### config.mk
export PLATFORM = sky130hd
export DESIGN_NAME = traffic_light_controller
export DESIGN_NICKNAME = d
export VERILOG_FILES = /design/src/rtl/traffic_light_controller.sv
export SDC_FILE = /design/constraint.sdc
export NUM_CORES = 1
export LEC_CHECK = 0
export ABC_CLOCK_PERIOD_IN_PS = 2400
export BUFFER_PORTS_ARGS = -buffer_cell sky130_fd_sc_hd__buf_2
export CAP_MARGIN = 10
export CORE_MARGIN = 4
export CORE_UTILIZATION = 30
export DETAILED_ROUTE_END_ITERATION = 6
export MAX_ROUTING_LAYER = met4
export SKIP_CTS_REPAIR_TIMING = 1
export SLEW_MARGIN = 20
export SYNTH_ARGS = -nofsm -noshare
export SYNTH_HDL_FRONTEND = slang
export SYNTH_SLANG_ARGS = --single-unit
### constraint.sdc
create_clock -name clk -period 2.4 [get_ports clk]
set_input_delay 0.24 -clock clk [delete_from_list [all_inputs] [get_ports clk]]
set_output_delay 0.24 -clock clk [all_outputs]
set_load 0.02 [all_outputs]
### src/rtl/traffic_light_controller.sv
// Phase sequencer RED -> GREEN -> YELLOW with per-phase programmable durations.
// Optional feature macro PED_REQ_EN: pedestrian request may cut GREEN short after MIN_GREEN.
module traffic_light_controller #(
    parameter int unsigned CNT_W     = 4,
    parameter int unsigned RED_DEF   = 4,
    parameter int unsigned GRN_DEF   = 6,
    parameter int unsigned YEL_DEF   = 2
`ifdef PED_REQ_EN
    ,
    parameter int unsigned MIN_GREEN = 2
`endif
) (
    input  logic             clk,
    input  logic             rst,
    input  logic             en,
    input  logic             cfg_load,
    input  logic [CNT_W-1:0] red_time,
    input  logic [CNT_W-1:0] yellow_time,
    input  logic [CNT_W-1:0] green_time,
`ifdef PED_REQ_EN
    input  logic             ped_req,
`endif
    output logic             light_red,
    output logic             light_yellow,
    output logic             light_green,
    output logic [CNT_W-1:0] count,
    output logic             phase_done
);

    typedef enum logic [1:0] {
        ST_RED    = 2'd0,
        ST_GREEN  = 2'd1,
        ST_YELLOW = 2'd2
    } state_e;

    localparam logic [CNT_W-1:0] RED_RST = CNT_W'(RED_DEF);
    localparam logic [CNT_W-1:0] GRN_RST = CNT_W'(GRN_DEF);
    localparam logic [CNT_W-1:0] YEL_RST = CNT_W'(YEL_DEF);

    state_e           state_q, state_d;
    logic [CNT_W-1:0] count_q, count_d;
    logic [CNT_W-1:0] act_q, act_d;
    logic [CNT_W-1:0] shd_red_q, shd_red_d;
    logic [CNT_W-1:0] shd_grn_q, shd_grn_d;
    logic [CNT_W-1:0] shd_yel_q, shd_yel_d;
    logic             done_q, done_d;
    logic             red_q, red_d;
    logic             yel_q, yel_d;
    logic             grn_q, grn_d;

    logic [CNT_W-1:0] eff_red, eff_grn, eff_yel;
    logic             match, ped_cut, advance;

    // A cfg_load coinciding with a transition feeds the entered phase directly.
    assign eff_red = cfg_load ? red_time    : shd_red_q;
    assign eff_grn = cfg_load ? green_time  : shd_grn_q;
    assign eff_yel = cfg_load ? yellow_time : shd_yel_q;

    assign match   = (count_q == act_q);
    assign advance = en && (match || ped_cut);

`ifdef PED_REQ_EN
    localparam logic [CNT_W-1:0] MIN_GRN_CNT = CNT_W'(MIN_GREEN);

    logic ped_pending_q, ped_pending_d;

    assign ped_cut = (state_q == ST_GREEN) && ped_pending_q && (count_q >= MIN_GRN_CNT);

    // Request is sticky; cleared when YELLOW is entered unless re-requested that cycle.
    always_comb begin
        ped_pending_d = ped_pending_q;
        if ((state_d == ST_YELLOW) && (state_q != ST_YELLOW)) begin
            ped_pending_d = 1'b0;
        end
        if (ped_req) begin
            ped_pending_d = 1'b1;
        end
    end

    always_ff @(posedge clk or posedge rst) begin
        if (rst) begin
            ped_pending_q <= 1'b0;
        end else begin
            ped_pending_q <= ped_pending_d;
        end
    end
`else
    assign ped_cut = 1'b0;
`endif

    // Next-state, counter, active-time and lamp decode.
    always_comb begin
        state_d   = state_q;
        count_d   = count_q;
        act_d     = act_q;
        shd_red_d = shd_red_q;
        shd_grn_d = shd_grn_q;
        shd_yel_d = shd_yel_q;
        done_d    = 1'b0;

        if (cfg_load) begin
            shd_red_d = red_time;
            shd_grn_d = green_time;
            shd_yel_d = yellow_time;
        end

        if (advance) begin
            count_d = '0;
            done_d  = 1'b1;
            unique case (state_q)
                ST_RED: begin
                    state_d = ST_GREEN;
                    act_d   = eff_grn;
                end
                ST_GREEN: begin
                    state_d = ST_YELLOW;
                    act_d   = eff_yel;
                end
                default: begin
                    state_d = ST_RED;
                    act_d   = eff_red;
                end
            endcase
        end else if (en) begin
            count_d = count_q + CNT_W'(1);
        end

        red_d = (state_d == ST_RED);
        grn_d = (state_d == ST_GREEN);
        yel_d = (state_d == ST_YELLOW);
    end

    always_ff @(posedge clk or posedge rst) begin
        if (rst) begin
            state_q   <= ST_RED;
            count_q   <= '0;
            act_q     <= RED_RST;
            shd_red_q <= RED_RST;
            shd_grn_q <= GRN_RST;
            shd_yel_q <= YEL_RST;
            done_q    <= 1'b0;
            red_q     <= 1'b1;
            yel_q     <= 1'b0;
            grn_q     <= 1'b0;
        end else begin
            state_q   <= state_d;
            count_q   <= count_d;
            act_q     <= act_d;
            shd_red_q <= shd_red_d;
            shd_grn_q <= shd_grn_d;
            shd_yel_q <= shd_yel_d;
            done_q    <= done_d;
            red_q     <= red_d;
            yel_q     <= yel_d;
            grn_q     <= grn_d;
        end
    end

    assign light_red    = red_q;
    assign light_yellow = yel_q;
    assign light_green  = grn_q;
    assign count        = count_q;
    assign phase_done   = done_q;

endmodule

==> impl_metrics.env, run 1 <==
export IMPL_fmax_mhz=497
export IMPL_dr_first_iter_drc_count=28
export IMPL_synth_common_cells="dfrtp_1 (20), mux2_2 (15), nor2_1 (8)"
export IMPL_start_util_pct=31.1
export IMPL_globalRouteOverflowTotal=0
export IMPL_crit_chain="or2b_1 > o2111ai_2 > a2111oi_4 > buf_4 > mux2i_1"
export IMPL_critical_path_required_ns=2.59
export IMPL_clkSlewWorstSetupHoldPaths_ns=0.09
export IMPL_run_status="finished clean"
export IMPL_worstSetupPathType="flop to flop"
export IMPL_fin_cells=162
export IMPL_synthTopCellsByArea="dfrtp_1 (44%), mux2_2 (15%), dfstp_2 (14%)"
export IMPL_io_buffers=23
export IMPL_arrival_ns=2.21
export IMPL_routed_wl_mm=1.97
export IMPL_maxSlewHeadroom_pct=37.4
export IMPL_placementRows=22
export IMPL_synthAdderAreaFrac_pct=1.09
export IMPL_antenna_found_initial=0
export IMPL_clkLatencyLatePin_ns=0.27
export IMPL_synth_ff_type="dfrtp_1"
export IMPL_clock_skew_ns=0.00437
export IMPL_synthSimpleGateAreaFrac_pct=7.30
export IMPL_ir_worst_vdd_v=0.000587
export IMPL_die_w_um=69.9
export IMPL_dp_cells=158
export IMPL_track_usage_pct=9.14
export IMPL_synth_xor_area_share_pct=2.29
export IMPL_placed_area_um2=1310
export IMPL_clockBufferDepth=2
export IMPL_r2r_start="count[0]"
export IMPL_utilization_pct=37.5
export IMPL_hold_class="input pin to asynchronous set/reset pin"
export IMPL_yosysTopAreaCell="dfrtp_1"
export IMPL_worstPathMaxFanout=10
export IMPL_netlist_instances=89
export IMPL_viasPerCell=4.44
export IMPL_synthesis_area_um2=1150
export IMPL_place_ws_ns=0.407
export IMPL_synthToLayoutAreaGrowth_pct=20.4
export IMPL_drive_gt1_share_pct=45.6
export IMPL_tns_ns=0
export IMPL_wl_per_cell_um=12.2
export IMPL_nets=132
export IMPL_synth_top_family_by_area="multiplexers"
export IMPL_core_area_um2=3690
export IMPL_syn_num_nets=106
export IMPL_crit_path_top_delay_cell="a2111oi_4"
export IMPL_maxSlewViolCount=0
export IMPL_gp_congestion=0.771
export IMPL_die_h_um=69.9
export IMPL_rsz0062_at_grt="no"
export IMPL_post_synth_num_cell_types=22
export IMPL_yosysMostFrequentCell="dfrtp_1"
export IMPL_ios=24
export IMPL_first_pass_iters=4
export IMPL_async_flop_share_pct=100
export IMPL_fin_ws_ns=0.387
export IMPL_ys_seq_area_share_pct=57.3
export IMPL_hold_violations=0
export IMPL_ant_nets=0
export IMPL_vias=720
export IMPL_die_area_um2=4880
export IMPL_synth_warning_count=0
export IMPL_final_area_um2=1380
export IMPL_cts_tree="done"
export IMPL_setup_viol=0
export IMPL_cts_buffers=3
export IMPL_cts_sinks=26
export IMPL_synth_edf_count=0
export IMPL_yosysTopAreaCellShare_pct=43.6
export IMPL_cts_root_buf="clkbuf_8"
export IMPL_worstReg2RegEnd="light_red"
export IMPL_drc=0
export IMPL_timing_hold_ws_ns=0.170
export IMPL_worst_pin_slew_ns=0.938
export IMPL_r2r_slack_ns=0.39
export IMPL_post_dp_hpwl_mm=1.49
export IMPL_diodes=0
export IMPL_p_leak_nw=0.617
export IMPL_reg2reg_depth=5
export IMPL_start_kind="flop"
export IMPL_htree_levels=1
export IMPL_grt_pass1_wl_mm=3.53
export IMPL_cp_slowest_stage_delay_ns=0.68
export IMPL_period_share_pct=83.9
export IMPL_ys_ff_latch=26
export IMPL_synth_area_per_cell_um2=12.9
export IMPL_drv_cap=0
export IMPL_synth_compound_gate_area_share_pct=8.06
export IMPL_period_needed_ns=2.01
export IMPL_grt_pass1_vias=749
export IMPL_cp_end_kind="flop"
export IMPL_grt_max_degree=27
export IMPL_power_mw=1.58
export IMPL_muxShareOfSynthArea_pct=19.9
export IMPL_p_per_area_nw_per_um2=1140
==> flip-flops by register name, indices dropped and copies added (netlist names), named ones only <==
signal        flops
act_q             4
count             4
shd_grn_q         4
shd_red_q         4
shd_yel_q         4
light_green       1
light_red         1
light_yellow      1
phase_done        1
state_q           1
==> placed cells by master (no fill, tap or decap) <==
cell type / instances
o22ai_1: 6
dfstp_2: 6
xor2_1: 2
o2111ai_2: 1
dfrtp_1: 20
a2111oi_4: 1
o21ai_0: 1
nand2b_1: 3
ha_1: 1
or2b_1: 1
buf_2: 23
clkbuf_8: 3
bufinv_16: 1
inv_1: 7
nand2_1: 4
buf_4: 1
o21bai_1: 1
or2_2: 1
mux2_2: 15
xnor2_1: 1
mux2i_1: 6
nor2_1: 8
nand4_1: 1
==> layer usage <==
metal,part of all wire [%],track usage (%)
met1,46,11.8
met2,47,13.6
met3,6.7,4.03
met4,0.30,1.28
met5,0,-
==> how the worst max path moves through the flow <==
| stage | to | start | cells past startpoint | slack, ns |
|---|---|---|---|---|
| 2_1_floorplan | act_q[0] | count[0] | 4 | 0.62 |
| 3_3_place_gp | light_red | count[0] | 5 | 0.51 |
| 3_5_place_dp | flop | count[0] | 5 | 0.41 |
| 4_1_cts | light_red | count[0] | 5 | 0.37 |
| 5_1_grt | flop | count[0] | 5 | 0.19 |
| 6_report | light_red | count[0] | 5 | 0.39 |
==> cell type report <==
type	count	area, um2
inverter	7	26.3
timing repair buffer	24	123
tap	48	60.1
multi-input combinational	53	444
clock inverter	1	30.0
clock buffer	3	41.3
sequential	26	658
fill	384	2310
==> worst max-delay path: cells and delay by family, from the launching register on <==
family | cells | cell delay (ns)
compound gates | 2 | 0.83
mux | 1 | 0.21
simple gates | 1 | 0.19
flops | 1 | 0.44
buf+inv | 1 | 0.28
==> power breakdown <==
part	total [mW]	leakage (nW)	switching (mW)	internal [mW]
registers	0.671	0.304	0.0908	0.580
clock network	0.352	0.0357	0.129	0.223
logic	0.557	0.277	0.322	0.236
total	1.58	0.617	0.542	1.04
==> logic make-up after synthesis <==
| kind of cell | count (synthesis) |
|---|---|
| AOI/OAI and AO/OA | 10 |
| xor gates and xnor gates | 3 |
| adders and majority gates | 1 |
| buffers and inverters | 10 |
| DFF | 26 |
| muxes | 21 |
| and+or+nand+nor | 18 |
Note: power is estimated with default switching activity, not from simulation.
==> run 2, diff against run 1 <==
--- a/config.mk
+++ b/config.mk
@@ -5,7 +5,7 @@
 export SDC_FILE = /design/constraint.sdc
 export NUM_CORES = 1
 export LEC_CHECK = 0
-export ABC_CLOCK_PERIOD_IN_PS = 2400
+export ABC_CLOCK_PERIOD_IN_PS = 1650
 export BUFFER_PORTS_ARGS = -buffer_cell sky130_fd_sc_hd__buf_2
 export CAP_MARGIN = 10
 export CORE_MARGIN = 4
==> constraint.sdc (replaced) <==
create_clock -name clk -period 1.65 [get_ports clk]
set_input_delay 0.165 -clock clk [delete_from_list [all_inputs] [get_ports clk]]
set_output_delay 0.165 -clock clk [all_outputs]
set_load 0.02 [all_outputs]
==> run 2 against run 1 <==
The flow now finishes with violations (negative setup slack). Sequential cell count is the same. Cell count grew 6.2%. Non-clock buffer count grew 10. Setup slack lost 0.39 ns. Clock-buffer cell count is the same. Sequential power grew 41%. Critical path depth is the same. Register-to-register slack lost 0.39 ns. Utilization grew 2.6 points. Clock skew shrank 0.0028 ns. Largest cell class unchanged.
==> impl_metrics.env, run 2 (synthesized netlist as in run 1, its figures left out) <==
export IMPL_cts_tree="done"
export IMPL_setup_viol=1
export IMPL_maxSlewViolCount=0
export IMPL_ir_worst_vdd_v=0.00108
export IMPL_p_per_area_nw_per_um2=1670
export IMPL_post_dp_hpwl_mm=1.59
export IMPL_start_kind="flop"
export IMPL_whs_path_depth=2
export IMPL_cp_slowest_stage_delay_ns=0.42
export IMPL_reg2reg_depth=5
export IMPL_clockBufferDepth=2
export IMPL_ios=24
export IMPL_fmax_mhz=605
export IMPL_io_buffers=23
export IMPL_utilization_pct=40.1
export IMPL_gp_congestion=0.720
export IMPL_vias=768
export IMPL_die_h_um=69.9
export IMPL_run_status="finished with violations"
export IMPL_cp_end_kind="flop"
export IMPL_crit_cells=5
export IMPL_track_usage_pct=9.48
export IMPL_routed_wl_mm=2.22
export IMPL_drc=0
export IMPL_cp_buffers_inverters=1
export IMPL_cts_buffers=3
export IMPL_top_layer_used="met4"
export IMPL_final_common_cell="buf_2"
export IMPL_grt_pass1_wl_mm=3.63
export IMPL_start_util_pct=31.1
export IMPL_maxSlewHeadroom_pct=78.6
export IMPL_m1WireLength_um=955
export IMPL_clock_skew_ns=0.00154
export IMPL_cts_root_buf="clkbuf_8"
export IMPL_grt_pass1_vias=800
export IMPL_crit_path_top_delay_cell="dfrtp_2"
export IMPL_cp_top_family="compound AO/OA/AOI/OAI gates"
export IMPL_viasPerCell=4.47
export IMPL_htree_levels=1
export IMPL_ant_nets=0
export IMPL_hold_class="input pin to flop"
export IMPL_globalRouteOverflowTotal=0
export IMPL_diodes=0
export IMPL_period_share_pct=100
export IMPL_dr_wl_met3_um=121
export IMPL_fin_ws_ns=-0.00207
export IMPL_p_leak_nw=0.672
export IMPL_route_met2_wl_mm=1.13
export IMPL_worstPathMaxFanout=6
export IMPL_critical_path_required_ns=1.81
export IMPL_rsz0062_at_grt="yes"
export IMPL_clkLatencyLatePin_ns=0.27
export IMPL_arrival_ns=1.81
export IMPL_violations="negative setup slack"
export IMPL_hold_violations=0
export IMPL_nets=142
export IMPL_die_area_um2=4880
export IMPL_worst_pin_slew_ns=0.321
export IMPL_placementRows=22
export IMPL_antenna_found_initial=0
export IMPL_clkSlewWorstSetupHoldPaths_ns=0.09
export IMPL_cts_sinks=26
export IMPL_timing_hold_ws_ns=0.141
export IMPL_drv_cap=0
export IMPL_core_area_um2=3690
export IMPL_die_w_um=69.9
export IMPL_grt_max_degree=27
export IMPL_period_needed_ns=1.65
export IMPL_wl_per_cell_um=12.9
export IMPL_synthToLayoutAreaGrowth_pct=28.6
export IMPL_dr_first_iter_drc_count=28
export IMPL_worstSetupPathType="flop to flop"
export IMPL_first_pass_iters=2
export IMPL_crit_chain="or2b_1 > o2111ai_2 > a2111oi_4 > buf_6 > mux2_4"
export IMPL_final_cell_mix="buf_2 (23), dfrtp_1 (18), mux2_2 (13)"
export IMPL_drive_gt1_share_pct=50.8
run 2: cell count changes in the layout (fill, tap and decap cells not counted), sizes merged:
cell,delta
dlygate4sd3,+1
buf,+9
run 2: power by group:
group	switching [mW]	internal, mW	total, mW
clock	0.201	0.324	0.525
combinational	0.539	0.460	0.999
sequential	0.0971	0.848	0.945
total	0.837	1.63	2.47
run 2: worst paths after layout:
| path | from | to | slack (ns) |
|---|---|---|---|
| setup / recovery | count[0] | act_q[0] | -0.002 |
| hold / removal | red_time[2] | shd_red_q[2] | 0.14 |
| setup reg to reg | count[0] | act_q[0] | -0.002 |
| hold reg to reg | shd_yel_q[3] | shd_yel_q[3] | 0.51 |
| max in group asynchronous | rst | shd_red_q[2] | 0.88 |
| min in group asynchronous | rst | phase_done | 0.48 |
run 2: metal layers:
layer	track usage, %	up-vias
met1	10.1	376
met5	-	-
met4	1.91	0
li1	-	374
met3	3.88	2
met2	16.6	16
run 2: cell type report:
cell class              count  area (um2)
repair buffers             34         208
clock buffers               3        41.3
fillers                   376        2210
flip-flops and latches     26         661
inverters                   7        26.3
well taps                  48        60.1
clock inverters             1        30.0
multi-input cells          53         452
run 2: worst register-to-register path: cells and delay by family (launching register included):
family	cells	cell delay [ns]
AOI/OAI and AO/OA	2	0.47
DFF	1	0.42
muxes	1	0.30
and+or+nand+nor	1	0.17
buffers and inverters	1	0.17
run 2: stage by stage:
step	area, um2	setup WS, ns	total power [mW]	std cells	TNS, ns
after floorplan	1150	0.0293	1.60	89	0
after global placement	1360	0.0375	1.87	164	0
after detailed placement	1360	-0.0119	1.90	164	-0.0449
after CTS	1430	-0.0349	2.44	168	-0.153
after global routing	1480	-0.0812	2.63	172	-0.496
final	1480	-0.00207	2.47	172	-0.00207
